[src/rtl/group13_pkg.sv]
// group13_pkg: shared definitions for the group13 slot selector.
//   NUM_SLOTS / SLOT_W : slot count and index width.
//   state_e            : selector FSM states.
//   dir_e              : search direction.
//   step_slot()        : one step forward/backward, wrapping modulo NUM_SLOTS.
// Build option: GROUP13_SKIP_EMPTY_EN (used by group13_sel_seq).
package group13_pkg;
  localparam int NUM_SLOTS = 16;
  localparam int SLOT_W    = 4;

  typedef enum logic {ST_IDLE = 1'b0, ST_SEARCH = 1'b1} state_e;
  typedef enum logic {DIR_NEXT = 1'b0, DIR_PREV = 1'b1} dir_e;

  // SLOT_W-bit arithmetic gives the 15->0 / 0->15 wrap for free.
  function automatic logic [SLOT_W-1:0] step_slot(input logic [SLOT_W-1:0] idx,
                                                  input dir_e dir);
    return (dir == DIR_PREV) ? idx - SLOT_W'(1) : idx + SLOT_W'(1);
  endfunction
endpackage

[src/rtl/group13_debounce.sv]
// group13_debounce: 2-flop synchronizer plus debouncer for one pushbutton.
//   clk, rst : clock, async active-high reset
//   ena      : low freezes the debouncer (synchronizer keeps running)
//   btn      : raw asynchronous button level
//   rise     : one-cycle pulse when a debounced 0->1 transition is accepted
// Build option: none.
module group13_debounce #(
  parameter int DEBOUNCE_CYCLES = 1000
) (
  input  logic clk,
  input  logic rst,
  input  logic ena,
  input  logic btn,
  output logic rise
);
  localparam int CW = (DEBOUNCE_CYCLES > 1) ? $clog2(DEBOUNCE_CYCLES) : 1;

  logic [1:0]    sync_q;
  logic          sync;
  logic          level_q, level_d;
  logic [CW-1:0] cnt_q, cnt_d;
  logic          accept;

  always_ff @(posedge clk or posedge rst) begin
    if (rst) sync_q <= '0;
    else     sync_q <= {sync_q[0], btn};
  end
  assign sync = sync_q[1];

  // cnt_q counts consecutive cycles the synchronized input has disagreed
  // with the accepted level; the DEBOUNCE_CYCLES-th such cycle flips it.
  assign accept = (sync != level_q) && (cnt_q == CW'(DEBOUNCE_CYCLES - 1));

  always_comb begin
    cnt_d   = cnt_q;
    level_d = level_q;
    if (ena) begin
      if (sync == level_q) begin
        cnt_d = '0;
      end else if (accept) begin
        level_d = sync;
        cnt_d   = '0;
      end else begin
        cnt_d = cnt_q + CW'(1);
      end
    end
  end

  always_ff @(posedge clk or posedge rst) begin
    if (rst) begin
      level_q <= 1'b0;
      cnt_q   <= '0;
    end else begin
      level_q <= level_d;
      cnt_q   <= cnt_d;
    end
  end

  assign rise = ena & accept & sync;
endmodule

[src/rtl/group13_sel_seq.sv]
// group13_sel_seq: slot selector driving the group output mux select.
//   clk, rst   : clock, async active-high reset
//   ena        : low freezes FSM, timers and outputs
//   btn_next/btn_prev : raw pushbuttons stepping forward/backward
//   mode       : 0 manual, 1 auto-scan every SCAN_PERIOD cycles
//   ext_sel/ext_load  : direct load of a slot index (highest priority)
//   slot_mask  : populated slots
//   sel, sel_valid, changed : registered select, populated flag, change pulse
// Build option: GROUP13_SKIP_EMPTY_EN -- when defined, searches and loads
// skip slots whose slot_mask bit is 0; otherwise every slot is eligible.
module group13_sel_seq
  import group13_pkg::*;
#(
  parameter int DEBOUNCE_CYCLES = 1000,
  parameter int SCAN_PERIOD     = 50000
) (
  input  logic                 clk,
  input  logic                 rst,
  input  logic                 ena,
  input  logic                 btn_next,
  input  logic                 btn_prev,
  input  logic                 mode,
  input  logic [SLOT_W-1:0]    ext_sel,
  input  logic                 ext_load,
  input  logic [NUM_SLOTS-1:0] slot_mask,
  output logic [SLOT_W-1:0]    sel,
  output logic                 sel_valid,
  output logic                 changed
);
  localparam int SCW       = (SCAN_PERIOD > 1) ? $clog2(SCAN_PERIOD) : 1;
  localparam int MAX_STEPS = NUM_SLOTS - 1;

  logic              next_rise, prev_rise;
  logic              btn_req_next, btn_req_prev, restart, scan_req;
  logic              req_next, req_prev;
  logic              cand_ok, ext_ok;
  state_e            state_q, state_d;
  dir_e              dir_q, dir_d;
  logic [SLOT_W-1:0] cand_q, cand_d, step_q, step_d, sel_q, sel_d;
  logic              changed_q, changed_d;
  logic [SCW-1:0]    scan_q, scan_d;

  group13_debounce #(.DEBOUNCE_CYCLES(DEBOUNCE_CYCLES)) u_db_next (
    .clk(clk), .rst(rst), .ena(ena), .btn(btn_next), .rise(next_rise));
  group13_debounce #(.DEBOUNCE_CYCLES(DEBOUNCE_CYCLES)) u_db_prev (
    .clk(clk), .rst(rst), .ena(ena), .btn(btn_prev), .rise(prev_rise));

  // Simultaneous next/prev edges cancel each other out entirely.
  assign btn_req_next = next_rise & ~prev_rise;
  assign btn_req_prev = prev_rise & ~next_rise;
  assign restart      = btn_req_next | btn_req_prev | ext_load;
  // A restart wins over a pending scan tick, so scan and button requests
  // are never raised together.
  assign scan_req     = mode & ~restart & (scan_q == SCW'(SCAN_PERIOD - 1));
  assign req_next     = btn_req_next | scan_req;
  assign req_prev     = btn_req_prev;

`ifdef GROUP13_SKIP_EMPTY_EN
  assign cand_ok   = slot_mask[cand_q];
  assign ext_ok    = slot_mask[ext_sel];
  assign sel_valid = slot_mask[sel_q];
`else
  assign cand_ok   = 1'b1;
  assign ext_ok    = 1'b1;
  // Constant 1; the mask term only keeps the port connected to logic.
  assign sel_valid = slot_mask[sel_q] | 1'b1;
`endif

  always_comb begin
    scan_d = scan_q;
    if (ena) begin
      if (!mode || restart || scan_q == SCW'(SCAN_PERIOD - 1)) scan_d = '0;
      else                                                   scan_d = scan_q + SCW'(1);
    end
  end

  always_comb begin
    state_d   = state_q;
    dir_d     = dir_q;
    cand_d    = cand_q;
    step_d    = step_q;
    sel_d     = sel_q;
    changed_d = changed_q;
    if (ena) begin
      changed_d = 1'b0;
      if (ext_load) begin
        // Aborts any search; an ineligible index is simply ignored.
        state_d = ST_IDLE;
        if (ext_ok) begin
          sel_d     = ext_sel;
          changed_d = (ext_sel != sel_q);
        end
      end else begin
        case (state_q)
          ST_IDLE: begin
            if (req_next || req_prev) begin
              state_d = ST_SEARCH;
              dir_d   = req_prev ? DIR_PREV : DIR_NEXT;
              cand_d  = step_slot(sel_q, req_prev ? DIR_PREV : DIR_NEXT);
              step_d  = SLOT_W'(1);
            end
          end
          ST_SEARCH: begin
            // Requests arriving here are dropped by construction.
            if (cand_ok) begin
              sel_d     = cand_q;
              changed_d = 1'b1;
              state_d   = ST_IDLE;
            end else if (step_q == SLOT_W'(MAX_STEPS)) begin
              state_d = ST_IDLE;
            end else begin
              cand_d = step_slot(cand_q, dir_q);
              step_d = step_q + SLOT_W'(1);
            end
          end
          default: state_d = ST_IDLE;
        endcase
      end
    end
  end

  always_ff @(posedge clk or posedge rst) begin
    if (rst) begin
      state_q   <= ST_IDLE;
      dir_q     <= DIR_NEXT;
      cand_q    <= '0;
      step_q    <= '0;
      sel_q     <= '0;
      changed_q <= 1'b0;
      scan_q    <= '0;
    end else begin
      state_q   <= state_d;
      dir_q     <= dir_d;
      cand_q    <= cand_d;
      step_q    <= step_d;
      sel_q     <= sel_d;
      changed_q <= changed_d;
      scan_q    <= scan_d;
    end
  end

  assign sel     = sel_q;
  assign changed = changed_q;
endmodule

[config.mk]
export PLATFORM = sky130hd
export DESIGN_NAME = group13_sel_seq
export DESIGN_NICKNAME = d
export VERILOG_FILES = /design/src/rtl/group13_pkg.sv /design/src/rtl/group13_debounce.sv /design/src/rtl/group13_sel_seq.sv
export SDC_FILE = /design/constraint.sdc
export NUM_CORES = 1
export LEC_CHECK = 0
export ABC_AREA = 0
export BUFFER_PORTS_ARGS = -buffer_cell sky130_fd_sc_hd__clkbuf_2
export CAP_MARGIN = 20
export CORE_MARGIN = 2
export CORE_UTILIZATION = 54
export CTS_BUF_LIST = sky130_fd_sc_hd__clkbuf_4
export CTS_CLUSTER_DIAMETER = 200
export DETAILED_ROUTE_END_ITERATION = 16
export PLACE_DENSITY = 0.78
export SYNTH_ARGS = -nofsm -noshare
export SYNTH_HDL_FRONTEND = slang
export SYNTH_SLANG_ARGS = --single-unit
[constraint.sdc]
create_clock -name clk -period 2.91 [get_ports clk]
set_input_delay 0 -clock clk [delete_from_list [all_inputs] [get_ports clk]]
set_output_delay 0 -clock clk [all_outputs]
set_load 0.01 [all_outputs]
==> impl_metrics.py, run 1 <==
metrics = {
    "sta": {
        "slew_headroom": 0.582,
        "setup_viol": 0,
        "clock_skew_ns": 0.0158,
        "period_share": 0.956,
        "tightest_slew_ns": 0.621,
        "max_freq_mhz": 359,
        "drv_slew": 0,
        "finalHoldViolations": 0,
        "period_minus_slack_ns": 2.78,
    },
    "yosys": {
        "synth_fp_nets": 311,
        "synth_area_um2": 2770,
        "synth-seq-cells": 52,
        "synth.area.top_cells": "dfrtp_1 47%, xnor2_1 6.0%, nor2_1 4.2%",
        "yosys_warnings": 0,
        "async_reset_ff_frac": 1.00,
        "yosysMostFrequentCell": "dfrtp_1",
        "synth_top_cell_area_share": 0.471,
        "synth-seq-area-share": 0.471,
        "syn_area_per_cell_um2": 10.0,
        "yosys.area.top_type": "dfrtp_1",
        "synthFlopType": "dfrtp_1",
        "yosys-top-cells-count": "52 x dfrtp_1, 31 x nor2_1, 19 x xnor2_1",
        "syn_inst": 276,
        "ys_types": 50,
        "synth_edf_count": 0,
    },
    "layout": {
        "drive_gt1_frac": 0.185,
        "nNetsFinal": 347,
        "layout-area-overhead-vs-synth_pct": 14.3,
        "num_antenna_cells": 0,
        "fillers": 428,
        "final_util": 0.631,
        "postLayoutCellArea_um2": 3160,
    },
    "placement": {
        "dp_hpwl_mm": 3.59,
        "place.gp.congestion": 0.840,
        "post_dp_cell_area_um2": 2970,
        "portBuffers": 15,
    },
    "global_routing": {
        "first_global_vias": 1987,
        "track_usage": 0.194,
        "grt_max_degree": 53,
        "antenna_found_initial": 0,
        "grt_pass1_wl_mm": 8.60,
        "grt-ovfl-total": 0,
    },
    "critical_path": {
        "end_kind": "flip-flop",
        "critPathMaxStageDelay_ns": 0.49,
        "worstPathRequired_ns": 3.19,
        "crit_type": "reg -> reg",
        "r2r_start": "u_db_next.cnt_q[8]",
        "worst_setup_path_start_kind": "flip-flop",
        "reg2regPathDepth": 10,
        "startpoint": "u_db_next.cnt_q[8]",
        "path_depth": 10,
        "path_buf_inv": 0,
        "crit_family": "simple AND/OR/NAND/NOR gates",
        "worstPathArrival_ns": 3.06,
        "slowest_stage": "or3b_2",
        "path_cells": "nand4_1, nor4_2, nand3_1, or3b_2, ha_2, ha_1, a21o_1, a21oi_1, xnor2_1, mux2_2",
        "critPathMaxFanout": 5,
    },
    "route": {
        "drc": 0,
        "vias_per_cell": 5.51,
        "drt-total-wl_mm": 5.20,
        "dr.pass1.iters": 4,
        "dr.first_iter.drc_count": 88,
        "routed-via-count": 2111,
        "wl_per_cell_um": 13.6,
        "antenna_left": 0,
    },
    "status": {
        "outcome": "completed",
    },
    "power_and_ir_drop": {
        "power_density_nw_per_um2": 429,
        "leakage_uw": 0.00137,
        "ir_drop_v": 0.000205,
    },
    "clock_tree": {
        "clockBufferDepth": 2,
        "numCtsBuffers": 5,
        "clk_latency_ns": 0.37,
        "htree_levels": 2,
        "ctsRootBufferMaster": "clkbuf_4",
        "cts.sinks": 52,
        "clkTransAtPathRegs_ns": 0.15,
        "cts_tree": "done",
    },
    "floorplanning": {
        "die_h_um": 75.6,
        "initial_core_util": 0.552,
        "rows": 26,
        "pin_count": 33,
        "core_um2": 5010,
        "die_x_um": 75.6,
        "die_area_um2": 5710,
    },
    "min_path": {
        "hp-class": "in -> async",
    },
    "flow_run": {
        "cap_viol_max_count": 0,
    },
}
-- cell families (layout without fill, tap and decap cells) --
kind of cell	count (synthesis)	in the layout	share of synthesized area
other	1	1	0.00136
adder cells (fa/ha/maj)	8	8	0.0389
buffers and inverters	25	62	0.0357
AND/OR/NAND/NOR	111	111	0.222
AO/OA/AOI/OAI	39	39	0.0968
flip-flops	52	52	0.471
XOR/XNOR	30	30	0.0950
multiplexers	10	10	0.0398
-- per-stage QoR --
stage | std cells | hold WS (ns) | TNS [ns] | setup WS [ns] | total power [uW]
floorplan | 276 | 0.0314 | 0 | 0.198 | 955
global placement | 363 | 0.108 | 0 | 0.118 | 1020
detailed placement | 363 | 0.110 | 0 | 0.0111 | 1030
CTS | 380 | 0.0368 | 0 | 0.0538 | 1360
global route | 383 | 0.0731 | -0.0179 | -0.0141 | 1430
finish | 383 | 0.0665 | 0 | 0.127 | 1350
-- layer usage --
layer,vias up,GRT usage,share of wire
met2,37,0.332,0.50
met4,0,0.0643,0.014
met5,-,0,0
met1,1025,0.246,0.45
met3,4,0.0397,0.027
li1,1045,-,-
-- cell type report --
class | instances | area, um2 | share of cell area
inverter | 16 | 60.1 | 0.0190
multi-input combinational | 199 | 1380 | 0.436
tap | 70 | 87.6 | 0.0277
clock inverter | 2 | 11.3 | 0.00356
sequential | 52 | 1300 | 0.412
clock buffer | 6 | 45.0 | 0.0143
timing repair buffer | 38 | 278 | 0.0879
-- tightest hold or removal path, cell delays in order --
cell	delay, ns
dlygate4sd3_1	0.53
clkbuf_2	0.11
inv_2	0.18
-- flip-flops by register name, summed over array words and instances, names as in the netlist, 2 cells and up --
name	cells
sel	4
u_db_prev.cnt_q	10
scan_q	16
u_db_prev.sync_q	2
u_db_next.cnt_q	10
u_db_next.sync_q	2
cand_q	4
-- power breakdown --
group          switching, uW  total, uW  internal, uW
Clock                    222        323           102
Combinational            118        222           103
Sequential              44.8        810           765
Total                    384       1350           971
-- cell usage in the layout, fill, tap and decap left out, types with 3 or more instances in the layout --
cell / n
nor3b_1: 4
clkbuf_4: 6
xnor2_1: 19
nor4_1: 4
dlygate4sd3_1: 7
nand2_1: 14
a22o_1: 8
nor2_1: 31
o21ai_0: 9
a21oi_1: 5
ha_1: 5
nand4_1: 9
nand3_1: 12
nor3_1: 9
o31ai_1: 3
buf_4: 15
nand3b_1: 3
clkbuf_2: 15
dfrtp_1: 52
xor2_1: 11
a21o_1: 3
and3_1: 4
o22ai_1: 3
mux2_2: 8
inv_1: 15
-- path summary, 6_finish.rpt --
kind	end	slack [ns]
hold reg to reg	u_db_prev.sync_q[1]	0.37
max in group asynchronous	scan_q[4]	2.34
setup / recovery	cand_q[3]	0.13
hold / removal	u_db_prev.cnt_q[8]	0.07
min in group clk	u_db_next.cnt_q[1]	0.11
setup reg to reg	cand_q[3]	0.13
-- what timing repair did --
| item | in CTS | in global routing |
|---|---|---|
| pin swaps | 1 | 2 |
| endpoints found under the hold margin | 58 | 0 |
| resized for setup | 1 | 2 |
| hold buffers | 7 | 0 |
| setup buffers | 2 | 2 |
| setup endpoints to repair | 1 | 3 |
No activity file was read; power rests on OpenSTA's default activity.
==> run 2: changes to the inputs <==
--- a/config.mk
+++ b/config.mk
@@ -14,6 +14,7 @@
 export CTS_CLUSTER_DIAMETER = 200
 export DETAILED_ROUTE_END_ITERATION = 16
 export PLACE_DENSITY = 0.78
+export SETUP_SLACK_MARGIN = 0.5
 export SYNTH_ARGS = -nofsm -noshare
 export SYNTH_HDL_FRONTEND = slang
 export SYNTH_SLANG_ARGS = --single-unit
==> run 2 against run 1 <==
Net effect:
- global-route usage rose by 1.8 points
- non-clock buffer count grew 11
- cell count is 2.9% higher
- worst setup slack gained 0.23 ns
- count of clock-buffer cells in the layout down 1
- largest power group unchanged
- highest routed layer unchanged
==> impl_metrics.py, run 2 (synthesis results as in run 1) <==
metrics = {
    "status": {
        "outcome": "completed",
    },
    "global_routing": {
        "grt_use_met3": 0.0410,
        "grt.busiest_layer": "met2",
        "antenna_found_initial": 0,
        "first_global_vias": 2101,
        "gr-usage-met2": 0.377,
        "grt_pass1_wl_mm": 9.31,
        "grt-ovfl-total": 0,
        "track_usage": 0.213,
        "grt_max_degree": 53,
        "use_met1": 0.271,
    },
    "floorplanning": {
        "die_x_um": 75.6,
        "initial_core_util": 0.552,
        "die_area_um2": 5710,
        "die_h_um": 75.6,
        "core_um2": 5010,
        "pin_count": 33,
        "rows": 26,
    },
    "layout": {
        "nNetsFinal": 358,
        "final_util": 0.701,
        "reg_top3": "scan_q: 16 flops, u_db_next.cnt_q: 10 flops, u_db_prev.cnt_q: 10 flops",
        "drive_gt1_frac": 0.293,
        "num_antenna_cells": 0,
        "largest_register_ffs": 16,
        "regMostFlops": "scan_q",
        "final_common_cell": "dfrtp_1",
        "layout_common_cells": "52 x dfrtp_1, 24 x buf_4, 21 x nor2_1, 19 x xnor2_1",
        "layout-area-overhead-vs-synth_pct": 27.0,
        "fin_cells": 394,
    },
    "critical_path": {
        "crit_type": "reg -> reg",
        "cpMostUsedCell": "ha_4",
        "slowest_stage": "dfrtp_1",
        "critPathMaxStageDelay_ns": 0.44,
        "crit_family": "simple AND/OR/NAND/NOR gates",
        "worstPathArrival_ns": 2.82,
        "end_kind": "flip-flop",
        "critPathMaxFanout": 5,
        "worstPathRequired_ns": 3.18,
        "path_cells": "nand4_1, nor4_2, nand3_1, or3b_4, ha_4, ha_4, a21o_1, a21oi_2, xnor2_1, mux2_2",
        "path_buf_inv": 0,
        "worst_setup_path_start_kind": "flip-flop",
    },
    "power_and_ir_drop": {
        "leakage_uw": 0.00149,
        "ir_drop_v": 0.000251,
        "total_power_uw": 1650,
        "power_density_nw_per_um2": 471,
    },
    "route": {
        "routed-via-count": 2222,
        "wl_per_cell_um": 14.6,
        "antenna_left": 0,
        "drt-total-wl_mm": 5.76,
        "dr.first_iter.drc_count": 118,
        "dr.pass1.iters": 4,
        "vias_per_cell": 5.64,
        "drc": 0,
    },
    "sta": {
        "tightest_slew_ns": 0.746,
        "period_share": 0.876,
        "whs_ns": 0.00454,
        "slew_headroom": 0.498,
        "drv_slew": 0,
        "finalHoldViolations": 0,
        "period_minus_slack_ns": 2.55,
        "max_freq_mhz": 392,
        "rsz0062_at_grt": "true",
        "fin_setup_tns_ns": 0,
        "clock_skew_ns": 0.0126,
        "setup_viol": 0,
    },
    "clock_tree": {
        "htree_levels": 2,
        "clockBufferDepth": 2,
        "clkTransAtPathRegs_ns": 0.16,
        "cts_tree": "done",
        "ctsRootBufferMaster": "clkbuf_4",
        "cts.sinks": 52,
        "numCtsBuffers": 5,
        "clk_latency_ns": 0.38,
    },
    "placement": {
        "dp_hpwl_mm": 3.41,
        "place.gp.congestion": 0.814,
        "dp.cells": 355,
        "portBuffers": 15,
    },
    "min_path": {
        "hp-class": "in -> reg",
    },
    "flow_run": {
        "cap_viol_max_count": 0,
    },
}
## run 2: cell type report
class | instances | area [um2]
fillers | 375 | 1500
flip-flops and latches | 52 | 1300
clock buffers | 5 | 37.5
inverters | 16 | 60.1
well taps | 70 | 87.6
clock inverters | 3 | 90.1
multi-input cells | 199 | 1570
repair buffers | 49 | 368
## run 2: worst min-delay path: stages
cell	delay, ns
clkbuf_2	0.10
a22o_1	0.14
a22o_1	0.11
## run 2: repair_timing
action | in CTS | in global routing
gates resized for setup | 19 | 15
hold buffers | 7 | 0
pin swaps | 23 | 7
cloned | 1 | 0
setup buffers | 12 | 10
endpoints found under the setup margin | 21 | 21
endpoints found under the hold margin | 60 | 0
## run 2: routing by layer
metal / wire (um) / up-vias
met2: 2950 / 47
met5: 0 / -
met4: 65 / 0
li1: - / 1077
met3: 210 / 7
met1: 2520 / 1091
## run 2: power breakdown
group | switching [uW] | internal [uW]
sequential | 59.2 | 765
clock | 235 | 354
combinational | 123 | 118
## run 2: metrics by stage
stage | setup slack [ns] | instance area [um2]
floorplan | 0.382 | 2820
global placement | 0.252 | 2970
detailed placement | 0.226 | 2970
CTS | 0.329 | 3340
global route | 0.206 | 3510
finish | 0.361 | 3510
## run 2: path summary, 6_finish.rpt
path                                           from                   to  slack, ns  cells after the start
max in group asynchronous                       rst              changed       2.28                      4
worst min register to register  u_db_next.sync_q[0]  u_db_next.sync_q[1]       0.37                      0
min in group asynchronous                       rst   u_db_next.cnt_q[0]       0.11                      3
worst min-delay path                     ext_sel[3]               sel[3]      0.005                      3
worst max register to register   u_db_next.cnt_q[6]            cand_q[3]       0.36                     10
worst max-delay path             u_db_next.cnt_q[6]            cand_q[3]       0.36                     10
==> run 3: changes to the inputs <==
--- a/config.mk
+++ b/config.mk
@@ -9,11 +9,10 @@
 export BUFFER_PORTS_ARGS = -buffer_cell sky130_fd_sc_hd__clkbuf_2
 export CAP_MARGIN = 20
 export CORE_MARGIN = 2
-export CORE_UTILIZATION = 54
+export CORE_UTILIZATION = 25
 export CTS_BUF_LIST = sky130_fd_sc_hd__clkbuf_4
 export CTS_CLUSTER_DIAMETER = 200
 export DETAILED_ROUTE_END_ITERATION = 16
-export PLACE_DENSITY = 0.78
 export SETUP_SLACK_MARGIN = 0.5
 export SYNTH_ARGS = -nofsm -noshare
 export SYNTH_HDL_FRONTEND = slang
==> run 3 against run 2 <==
Net effect:
- sequential share of layout area increased by 0.50 points
- total power decreased by 16%
- largest cell class unchanged
- via count decreased by 3.8%
- highest routed layer unchanged
- critical endpoint is now cand_q[0]
==> impl_metrics.py, run 3 (synthesis results as in run 1) <==
metrics = {
    "status": {
        "outcome": "completed",
    },
    "sta": {
        "tightest_slew_ns": 0.729,
        "period_share": 0.861,
        "max_freq_mhz": 399,
        "setup_viol": 0,
        "finalHoldViolations": 0,
        "period_minus_slack_ns": 2.51,
        "layout_setup_ws_ns": 0.403,
        "fin_setup_tns_ns": 0,
        "drv_slew": 0,
        "rsz0062_at_grt": "true",
        "clock_skew_ns": 0.0137,
        "slew_headroom": 0.510,
    },
    "clock_tree": {
        "clockBufferDepth": 2,
        "htree_levels": 2,
        "cts.sinks": 52,
        "numCtsBuffers": 5,
        "clk_latency_ns": 0.37,
        "clkTransAtPathRegs_ns": 0.15,
        "ctsRootBufferMaster": "clkbuf_4",
        "cts_tree": "done",
    },
    "route": {
        "highest_layer": "met4",
        "drc": 0,
        "wl_met3_um": 156,
        "met1_length_mm": 2.71,
        "vias_per_cell": 4.67,
        "dr.pass1.iters": 4,
        "route.met2.wl_mm": 2.79,
        "antenna_left": 0,
        "drt-total-wl_mm": 5.73,
        "dr.first_iter.drc_count": 74,
        "wl_per_cell_um": 12.5,
        "routed-via-count": 2137,
    },
    "critical_path": {
        "path_depth": 9,
        "end_kind": "flip-flop",
        "critPathMaxStageDelay_ns": 0.43,
        "crit_type": "reg -> reg",
        "crit_family": "simple AND/OR/NAND/NOR gates",
        "slowest_stage": "or3b_4",
        "worstPathArrival_ns": 2.78,
        "path_buf_inv": 0,
        "path_cells": "nand4_1, nor4_2, nand3_1, or3b_4, ha_4, nand3b_1, nor3b_2, a21boi_4, mux2_4",
        "worst_setup_path_start_kind": "flip-flop",
        "worstPathRequired_ns": 3.18,
        "critPathMaxFanout": 4,
        "reg2regPathDepth": 9,
    },
    "layout": {
        "fillers": 1083,
        "nNetsFinal": 353,
        "num_antenna_cells": 0,
        "drive_gt1_frac": 0.280,
        "reg_top3": "scan_q: 16 flops, u_db_next.cnt_q: 10 flops, u_db_prev.cnt_q: 10 flops",
        "final_common_cell": "dfrtp_1",
        "layout_common_cells": "52 x dfrtp_1, 20 x nor2_1, 20 x buf_4, 19 x xnor2_1",
        "postLayoutCellArea_um2": 3460,
        "largest_register_ffs": 16,
        "regMostFlops": "scan_q",
        "layout-area-overhead-vs-synth_pct": 25.3,
    },
    "power_and_ir_drop": {
        "power_density_nw_per_um2": 400,
        "ir_drop_v": 0.000179,
        "leakage_uw": 0.00141,
    },
    "placement": {
        "place_ws_ns": 0.225,
        "post_dp_cell_area_um2": 3070,
        "dp_hpwl_mm": 3.79,
        "portBuffers": 15,
        "place.gp.congestion": 0.777,
    },
    "floorplanning": {
        "core_um2": 10800,
        "die_x_um": 109,
        "rows": 38,
        "initial_core_util": 0.256,
        "pin_count": 33,
        "die_area_um2": 11900,
        "die_h_um": 109,
    },
    "global_routing": {
        "antenna_found_initial": 0,
        "grt_max_degree": 32,
        "grt-ovfl-total": 0,
        "grt_pass1_wl_mm": 9.92,
        "track_usage": 0.105,
        "first_global_vias": 2155,
    },
    "min_path": {
        "hp-class": "in -> reg",
        "holdPathStages": 3,
    },
    "flow_run": {
        "cap_viol_max_count": 0,
    },
}
## run 3: worst paths after layout
kind                                          start                   to  slack [ns]
worst max register to register   u_db_prev.cnt_q[7]            cand_q[0]        0.40
worst min-delay path                     ext_sel[3]               sel[3]        0.02
worst min register to register  u_db_prev.sync_q[0]  u_db_prev.sync_q[1]        0.37
max in group asynchronous                       rst               sel[2]        1.94
min in group asynchronous                       rst   u_db_next.cnt_q[4]        0.23
worst max-delay path             u_db_prev.cnt_q[7]            cand_q[0]        0.40
## run 3: metal layers
metal	up-vias	global-route usage
li1	1060	-
met1	1050	0.135
met2	20	0.173
met3	7	0.0239
met4	0	0.0353
met5	-	0
## run 3: where the power goes
| part | leakage, uW | internal, uW | switching, uW |
|---|---|---|---|
| logic | 0.000687 | 124 | 125 |
| clock network | 0.0000287 | 89.3 | 228 |
| registers | 0.000694 | 765 | 55.4 |
## run 3: area by class of cell
type / instances / area (um2) / share of cell area
Timing Repair Buffer: 44 / 319 / 0.0921
Inverter: 16 / 60.1 / 0.0173
Multi-Input combinational cell: 199 / 1560 / 0.450
Clock inverter: 2 / 12.5 / 0.00361
Tap cell: 140 / 175 / 0.0506
Clock buffer: 5 / 37.5 / 0.0108
Sequential cell: 52 / 1300 / 0.376
## run 3: repair_timing
| item | in CTS | in global routing |
|---|---|---|
| setup endpoints to repair | 15 | 21 |
| gates resized for setup | 5 | 32 |
| hold buffers | 6 | 0 |
| hold endpoints to repair | 35 | 0 |
| buffers inserted | 14 | 3 |
| cloned | 0 | 1 |
| pin swaps | 10 | 22 |
## run 3: metrics by stage
stage	hold WS, ns	total power (uW)	instances	util
after floorplan	0.0314	959	276	-
after global placement	0.111	1010	427	0.285
after detailed placement	0.121	1020	427	0.285
after CTS	0.0266	1370	454	0.308
after global routing	0.0151	1480	458	0.321
final	0.0234	1390	458	0.321
## run 3: worst reg2reg max path, delay by kind of cell, from the launching register on
kind / cells / cell delay [ns]
AO/OA/AOI/OAI: 1 / 0.11
adder cells (fa/ha/maj): 1 / 0.27
flip-flops: 1 / 0.40
multiplexers: 1 / 0.32
AND/OR/NAND/NOR: 6 / 1.32
